[config.mk]
export PLATFORM = sky130hd
export DESIGN_NAME = multicycle_ctrl
export DESIGN_NICKNAME = d
export VERILOG_FILES = /design/src/rtl/multicycle_ctrl.sv
export SDC_FILE = /design/constraint.sdc
export NUM_CORES = 1
export LEC_CHECK = 0
export CELL_PAD_IN_SITES_DETAIL_PLACEMENT = 1
export CELL_PAD_IN_SITES_GLOBAL_PLACEMENT = 2
export CORE_ASPECT_RATIO = 0.7
export CORE_UTILIZATION = 21
export DETAILED_ROUTE_END_ITERATION = 12
export PLACE_DENSITY_LB_ADDON = 0.1
export SYNTH_ARGS = -nofsm -noshare
export SYNTH_HDL_FRONTEND = slang
export SYNTH_SLANG_ARGS = --single-unit
[constraint.sdc]
create_clock -name clk -period 1.6 [get_ports clk]
set_input_delay 0.48 -clock clk [delete_from_list [all_inputs] [get_ports clk]]
set_output_delay 0.48 -clock clk [all_outputs]
set_load 0.005 [all_outputs]
[src/rtl/multicycle_ctrl.sv]
// Multi-cycle FETCH/DECODE/EXEC/MEM/WB sequencer for the single-issue RV32I core.
// Optional performance counters are enabled by defining CTRL_PERF_CNT_EN.
module multicycle_ctrl #(
    parameter int unsigned CNT_WIDTH     = 32,
    parameter int unsigned IMEM_WAIT_MAX = 0
) (
    input  logic       clk,
    input  logic       rst,
    input  logic       run,
    input  logic       is_alu_reg,
    input  logic       is_alu_imm,
    input  logic       is_branch,
    input  logic       is_jal,
    input  logic       is_jalr,
    input  logic       is_lui,
    input  logic       is_auipc,
    input  logic       is_load,
    input  logic       is_store,
    input  logic       is_system,
    input  logic       branch_taken,
    input  logic       imem_ready,
    input  logic       dmem_ready,
    output logic [2:0] state,
    output logic       imem_req,
    output logic       ir_we,
    output logic       dmem_req,
    output logic       dmem_we,
    output logic       rf_we,
    output logic       pc_we,
    output logic [1:0] pc_sel,
    output logic       retire,
    output logic       halted,
    output logic       trap
`ifdef CTRL_PERF_CNT_EN
    ,
    output logic [CNT_WIDTH-1:0] cycle_cnt,
    output logic [CNT_WIDTH-1:0] instret_cnt
`endif
);

    typedef enum logic [2:0] {
        S_IDLE   = 3'd0,
        S_FETCH  = 3'd1,
        S_DECODE = 3'd2,
        S_EXEC   = 3'd3,
        S_MEM    = 3'd4,
        S_WB     = 3'd5,
        S_HALT   = 3'd6
    } state_t;

    state_t      state_q;
    state_t      state_d;
    logic        trap_q;
    logic        trap_set;
    logic        timeout;
    logic [15:0] wait_cnt;
    logic [9:0]  flags;

    assign flags = {is_alu_reg, is_alu_imm, is_branch, is_jal, is_jalr,
                    is_lui, is_auipc, is_load, is_store, is_system};

    // Counts imem wait cycles of the current fetch; the compare is constant-false when disabled.
    always_ff @(posedge clk or posedge rst) begin
        if (rst) begin
            wait_cnt <= '0;
        end else if (state_q != S_FETCH) begin
            wait_cnt <= '0;
        end else if (!imem_ready) begin
            wait_cnt <= wait_cnt + 16'd1;
        end
    end

    assign timeout = (IMEM_WAIT_MAX != 0) && (wait_cnt == 16'(IMEM_WAIT_MAX));

    always_ff @(posedge clk or posedge rst) begin
        if (rst) begin
            state_q <= S_IDLE;
            trap_q  <= 1'b0;
        end else begin
            state_q <= state_d;
            if (trap_set) begin
                trap_q <= 1'b1;
            end
        end
    end

    always_comb begin
        state_d  = state_q;
        imem_req = 1'b0;
        ir_we    = 1'b0;
        dmem_req = 1'b0;
        dmem_we  = 1'b0;
        rf_we    = 1'b0;
        pc_we    = 1'b0;
        pc_sel   = 2'd0;
        retire   = 1'b0;
        trap_set = 1'b0;
        case (state_q)
            S_IDLE: begin
                if (run) begin
                    state_d = S_FETCH;
                end
            end
            S_FETCH: begin
                imem_req = 1'b1;
                if (imem_ready) begin
                    ir_we   = 1'b1;
                    state_d = S_DECODE;
                end else if (timeout) begin
                    state_d  = S_HALT;
                    trap_set = 1'b1;
                end
            end
            S_DECODE: begin
                if (!$onehot(flags)) begin
                    state_d  = S_HALT;
                    trap_set = 1'b1;
                end else if (is_system) begin
                    state_d = S_HALT;
                end else begin
                    state_d = S_EXEC;
                end
            end
            S_EXEC: begin
                state_d = (is_load || is_store) ? S_MEM : S_WB;
            end
            S_MEM: begin
                dmem_req = 1'b1;
                dmem_we  = is_store;
                if (dmem_ready) begin
                    // A store has nothing to write back, so it retires here.
                    if (is_store) begin
                        pc_we   = 1'b1;
                        retire  = 1'b1;
                        state_d = run ? S_FETCH : S_IDLE;
                    end else begin
                        state_d = S_WB;
                    end
                end
            end
            S_WB: begin
                pc_we  = 1'b1;
                retire = 1'b1;
                rf_we  = is_alu_reg | is_alu_imm | is_load | is_jal |
                         is_jalr | is_lui | is_auipc;
                if (is_branch && branch_taken) begin
                    pc_sel = 2'd1;
                end else if (is_jal) begin
                    pc_sel = 2'd2;
                end else if (is_jalr) begin
                    pc_sel = 2'd3;
                end
                state_d = run ? S_FETCH : S_IDLE;
            end
            S_HALT: begin
                state_d = S_HALT;
            end
            default: begin
                state_d = S_IDLE;
            end
        endcase
    end

    assign state  = state_q;
    assign halted = (state_q == S_HALT);
    assign trap   = trap_q;

`ifdef CTRL_PERF_CNT_EN
    always_ff @(posedge clk or posedge rst) begin
        if (rst) begin
            cycle_cnt   <= '0;
            instret_cnt <= '0;
        end else begin
            if (state_q != S_IDLE && state_q != S_HALT) begin
                cycle_cnt <= cycle_cnt + CNT_WIDTH'(1);
            end
            if (retire) begin
                instret_cnt <= instret_cnt + CNT_WIDTH'(1);
            end
        end
    end
`endif

endmodule

; After elaboration in Yosys (flattened, before gate mapping)
; Cells that the tools add are included.
[totals]
ff_bits = 4
in_bits = 16
wordCells = 55
[op_classes]
add_sub_neg = 9
n_eq_ne = 10
muxes = 24
bitwise = 6
n_reduce_logical = 4
[op_table]
columns = cell, n
row1 = case mux 3 bit (7 select lines), 1
row2 = two-way mux 3 bit, 6
row3 = two-way mux 1 bit, 12
row4 = adder 1 x 1 -> 2 bit, 5
row5 = "== test 3 bit, second input constant", 3
row6 = two-way mux 2 bit, 4
row7 = adder 2 x 2 -> 3 bit, 2
row8 = "== test 3 x 2 -> 1 bit, second input constant", 2
row9 = "!= test 2 bit, second input constant", 3
row10 = bitwise OR 1 bit, 6
row11 = adder 3 x 3 -> 4 bit, 1
row12 = adder 4 x 2 -> 4 bit, 1
row13 = "== test 4 x 1 -> 1 bit, second input constant", 1
row14 = "== test 3 x 1 -> 1 bit, second input constant", 1
row15 = logical NOT 3 bit, 1
row16 = AND reduction 3 bit, 1
row17 = case mux 1 bit (2 select lines), 1
row18 = logical AND 1 bit, 1
row19 = logical OR 1 bit, 1

; Logic depth before layout (Yosys ltp)
[depth]
depth_word = 7
depth_mapped = 11
mapped_depth_nobuf = 11

; Worst setup path before layout
; Ideal clock, no wire load.
[synth_path]
path_kind = in2reg
startpoint = in is_alu_reg
endpoint = reg state_q[2], in the netlist state[2]
setup_ns = 0.133
arrival_ns = 3.374
t_required_ns = 1.467
path_slack_ns = -1.906
path_stages = 11
path_cell_list = fa_1 fa_1 inv_1 fa_1 inv_1 ha_1 inv_1 fa_1 a2111o_1 a2111oi_2 nor3_1
[synth_via]
elab_chain_cells = 5
[synth_lines]
columns = item, line
row1 = start: declaration, 10  ; input logic is_alu_reg,
row2 = adder 1 x 1 -> 2 bit (not written as such), 115  ; if (!$onehot(flags)) begin
row3 = adder 4 x 2 -> 4 bit (not written as such), 115
row4 = == test 4 x 1 -> 1 bit, 115
row5 = two-way mux 3 bit, 115
row6 = case mux 3 bit (7 select lines), 98  ; case (state_q)
row7 = end signal: assignment, 80  ; state_q <= state_d;
row8 = end: declaration, 51  ; state_t state_q;
; No other way between the ends.
; A chain may end at the register's enable or synchronous reset.

; Worst setup path in the final report
[layout_path]
startpoint = in is_system
endpoint = reg state_q[2], in the netlist state[2]
[layout_via]
elab_chain_cells = 7
word_cells_on_any_way = 8
classes_between = add/sub: 4 / eq/ne: 1 / mux: 3
[layout_lines]
columns = item, line
row1 = start: declaration, 19  ; input logic is_system,
row2 = adder 1 x 1 -> 2 bit (not written as such), 115
row3 = adder 2 x 2 -> 3 bit (not written as such), 115
row4 = adder 3 x 3 -> 4 bit (not written as such), 115
row5 = adder 4 x 2 -> 4 bit (not written as such), 115
row6 = == test 4 x 1 -> 1 bit, 115
row7 = two-way mux 3 bit *, 115
row8 = case mux 3 bit (7 select lines) *, 98
; Every way passes the cells marked *; elsewhere a longest branch is shown, timed or not.

==> run summary <==
Status = complete, but fails checks
Failing checks = setup timing
Aggregate global-route resource usage = 0.1607
Leading cell types by total area after synthesis = sky130_fd_sc_hd__fa_1 20%, sky130_fd_sc_hd__dfrtp_1 17%, sky130_fd_sc_hd__inv_1 8.8%, sky130_fd_sc_hd__ha_1 6.3%, sky130_fd_sc_hd__and2_1 3.1%
Max Root-Sink Buffers = 2
Die Wd = 65.92 microns
Final Hold Violating Endpoints = 0
Power per cell area = 1450 nW/um^2
Clock buffer count from CTS = 3
Final number of setup-violating endpoints = 14
Register area = 100.1 sq um
Fill cell total of the finished layout = 300
Mean routed wirelength per cell = 13.48 microns
Buffer cell driving the clock tree root = sky130_fd_sc_hd__clkbuf_8
Final worst-path cycle share = 2.108
Placement-stage worst setup slack = -2.406 ns
Area share of the largest cell type after synthesis = 0.2000
Most area-hungry cell type in the Yosys netlist = sky130_fd_sc_hd__fa_1
Effective utilization at floorplan = 0.2319
Terminus of the critical flop-to-flop path = state[0]
Area taken by multi-input logic gates = 493.0 sq um
Slew Limit Fails = 0
Maximum clock skew at final layout = 0.001448 ns
Post-synth design cell area = 600.6 sq um
Largest net degree at the start of global routing = 10
Drt pass-1 iters = 2
I/O pin cnt = 30
Via count of the first global-routing pass = 716
Die Y-Extent = 46.75 microns
Clock transition at the registers of the reported paths = 0.03 ns
TritonCTS clock tree = built
Placeable Area = 2590 sq um
Worst setup path category = in2reg
Internal reg-to-reg setup slack = -0.13 ns
Flops & latches, synth = 4
Worst skew pair latency = 0.22 ns
Via density per instance = 4.306
Number of nets in the finished design = 163
Net count after synthesis = 96
Post-synthesis cell type count = 30
H-tree lvl count = 1
Pleak = 0.6444 nW
Required time of the critical path = 1.69 ns
Number of nets with antenna violations after routing = 0
Number of cells produced by synthesis = 71
Post-Route Setup TNS = -8.536 ns
Count of input and output buffers = 29
Top achievable clock speed = 296.4 MHz
Ant. Diodes = 0
CP Launch Point = is_system
Signed area change from the synthesized netlist to the final layout = 115.8%
Maximum capacitance violations = 0
Setup crit start kind = input port
Post-synth top flop = sky130_fd_sc_hd__dfrtp_1
Final worst path period need = 3.373 ns
Clock tree sinks = 4
Layout cells sized above 1 = 0.5662
Detailed-route via count = 732
Number of cell instances on the worst register-to-register path = 7
Warnings, synthesis = 0
Largest driver fanout on the critical path = 3
Async SR Flop Fraction = 1.000
Worst Max-Slew Pin Slew = 0.2616 ns
Synth top cells by count = 14 x sky130_fd_sc_hd__inv_1, 6 x sky130_fd_sc_hd__fa_1, 5 x sky130_fd_sc_hd__nand2_1, 5 x sky130_fd_sc_hd__nor2_1, 4 x sky130_fd_sc_hd__dfrtp_1
Detail Placement HPWL = 1.500 mm
Synthesized area per cell = 8.459 sq um
Global-route wire length before repair = 3.553 mm
Cell with the most instances after synthesis = sky130_fd_sc_hd__inv_1
Violation count after the first detailed-routing iteration = 7
RSZ-0062 raised after global routing = true
Number of antenna violations at the first check in global routing = 0
Worst reg2reg path startpoint = state[1]
Routed wire length = 2.292 mm
Worst IR Drop VDD = 746.2 uV
Site Rows = 15
Class of the tightest hold or removal check = in2async
CP arrival = 3.46 ns
Floorplan die area = 3081 sq um
Portion of the post-synthesis area used by sequential elements = 0.1667
Total congestion overflow after global routing = 0
Post-synth EDFFs = 0
DRC errors left = 0
Category of the worst setup path capture point = flip-flop
Final RePlAce weighted congestion = 0.7094
Final critical-path setup slack = -1.773 ns
Worst slew margin relative to its limit = 0.8253
[metrics by stage]
step,util,total power [mW],instances,hold slack (ns),cell area [sq um]
after global placement,0.3966,1.155,146,0.4701,1027
after floorplan,-,0.6704,71,0.2461,603.1
after global routing,0.5005,2.024,170,0.4726,1296
after CTS,0.4739,1.715,168,0.4516,1227
after detailed placement,0.3966,1.165,146,0.4733,1027
final,0.5005,1.880,170,0.4502,1296
[cells by family (layout without fill, tap and decap cells)]
| logic type | Yosys count | in the layout | synth area share |
|---|---|---|---|
| AND/OR/NAND/NOR | 25 | 25 | 0.2375 |
| buffers and inverters | 18 | 83 | 0.1354 |
| AO/OA/AOI/OAI | 15 | 15 | 0.1979 |
| adder cells (fa/ha/maj) | 9 | 9 | 0.2625 |
| flip-flops | 4 | 4 | 0.1667 |
[worst max-delay path, stage by stage]
cell and delay [ns]:
sky130_fd_sc_hd__buf_6 0.10, sky130_fd_sc_hd__fa_1 0.50, sky130_fd_sc_hd__fa_1 0.53, sky130_fd_sc_hd__inv_2 0.04, sky130_fd_sc_hd__fa_1 0.46, sky130_fd_sc_hd__inv_2 0.08, sky130_fd_sc_hd__ha_4 0.13, sky130_fd_sc_hd__inv_2 0.04
sky130_fd_sc_hd__fa_2 0.35, sky130_fd_sc_hd__a2111o_1 0.36, sky130_fd_sc_hd__a2111oi_2 0.31, sky130_fd_sc_hd__nor3_1 0.08
[repair_timing]
| action | 4_1_cts | 5_1_grt |
|---|---|---|
| setup endpoints to repair | 16 | 17 |
| pin swaps | 12 | 8 |
| resized for setup | 105 | 18 |
| hold buffers | 0 | 0 |
| buffers inserted | 19 | 10 |
[metal layers]
metal	vias to the layer above	global-route usage	wire, microns
li1	370	-	-
met3	0	0.03883	113
met2	18	0.2408	993
met5	-	0	0
met4	0	0.01304	0
met1	344	0.2422	1185
[how the worst max path moves through the flow]
stage / end
2_1_floorplan: state[2]
3_5_place_dp: state[2]
6_report: state[2]
4_1_cts: state[2]
5_1_grt: state[2]
3_3_place_gp: state[2]
[area by class of cell]
class,instances,share of cell area
timing repair buffer,66,0.4373
multi-input combinational,49,0.3803
sequential,4,0.07722
inverter,14,0.04054
tap,34,0.03282
clock buffer,3,0.03185
[power by group]
part | total (mW) | internal (mW) | switching, mW
logic | 1.49 | 0.875 | 0.620
clock network | 0.212 | 0.160 | 0.0514
registers | 0.174 | 0.147 | 0.0271
total | 1.88 | 1.18 | 0.698
[placed cells by master (no fill, tap or decap), types with 5 or more instances in the layout]
cell type                         netlist  final
sky130_fd_sc_hd__buf_4                  1     24
sky130_fd_sc_hd__clkdlybuf4s50_1        0      5
sky130_fd_sc_hd__inv_1                 14     10
sky130_fd_sc_hd__buf_6                  1     20
sky130_fd_sc_hd__buf_2                  2     11
sky130_fd_sc_hd__fa_1                   6      5
[registers in the layout (all words and copies together) (netlist names)]
register and count:
state 3, trap 1
No activity file was read; power rests on OpenSTA's default activity.
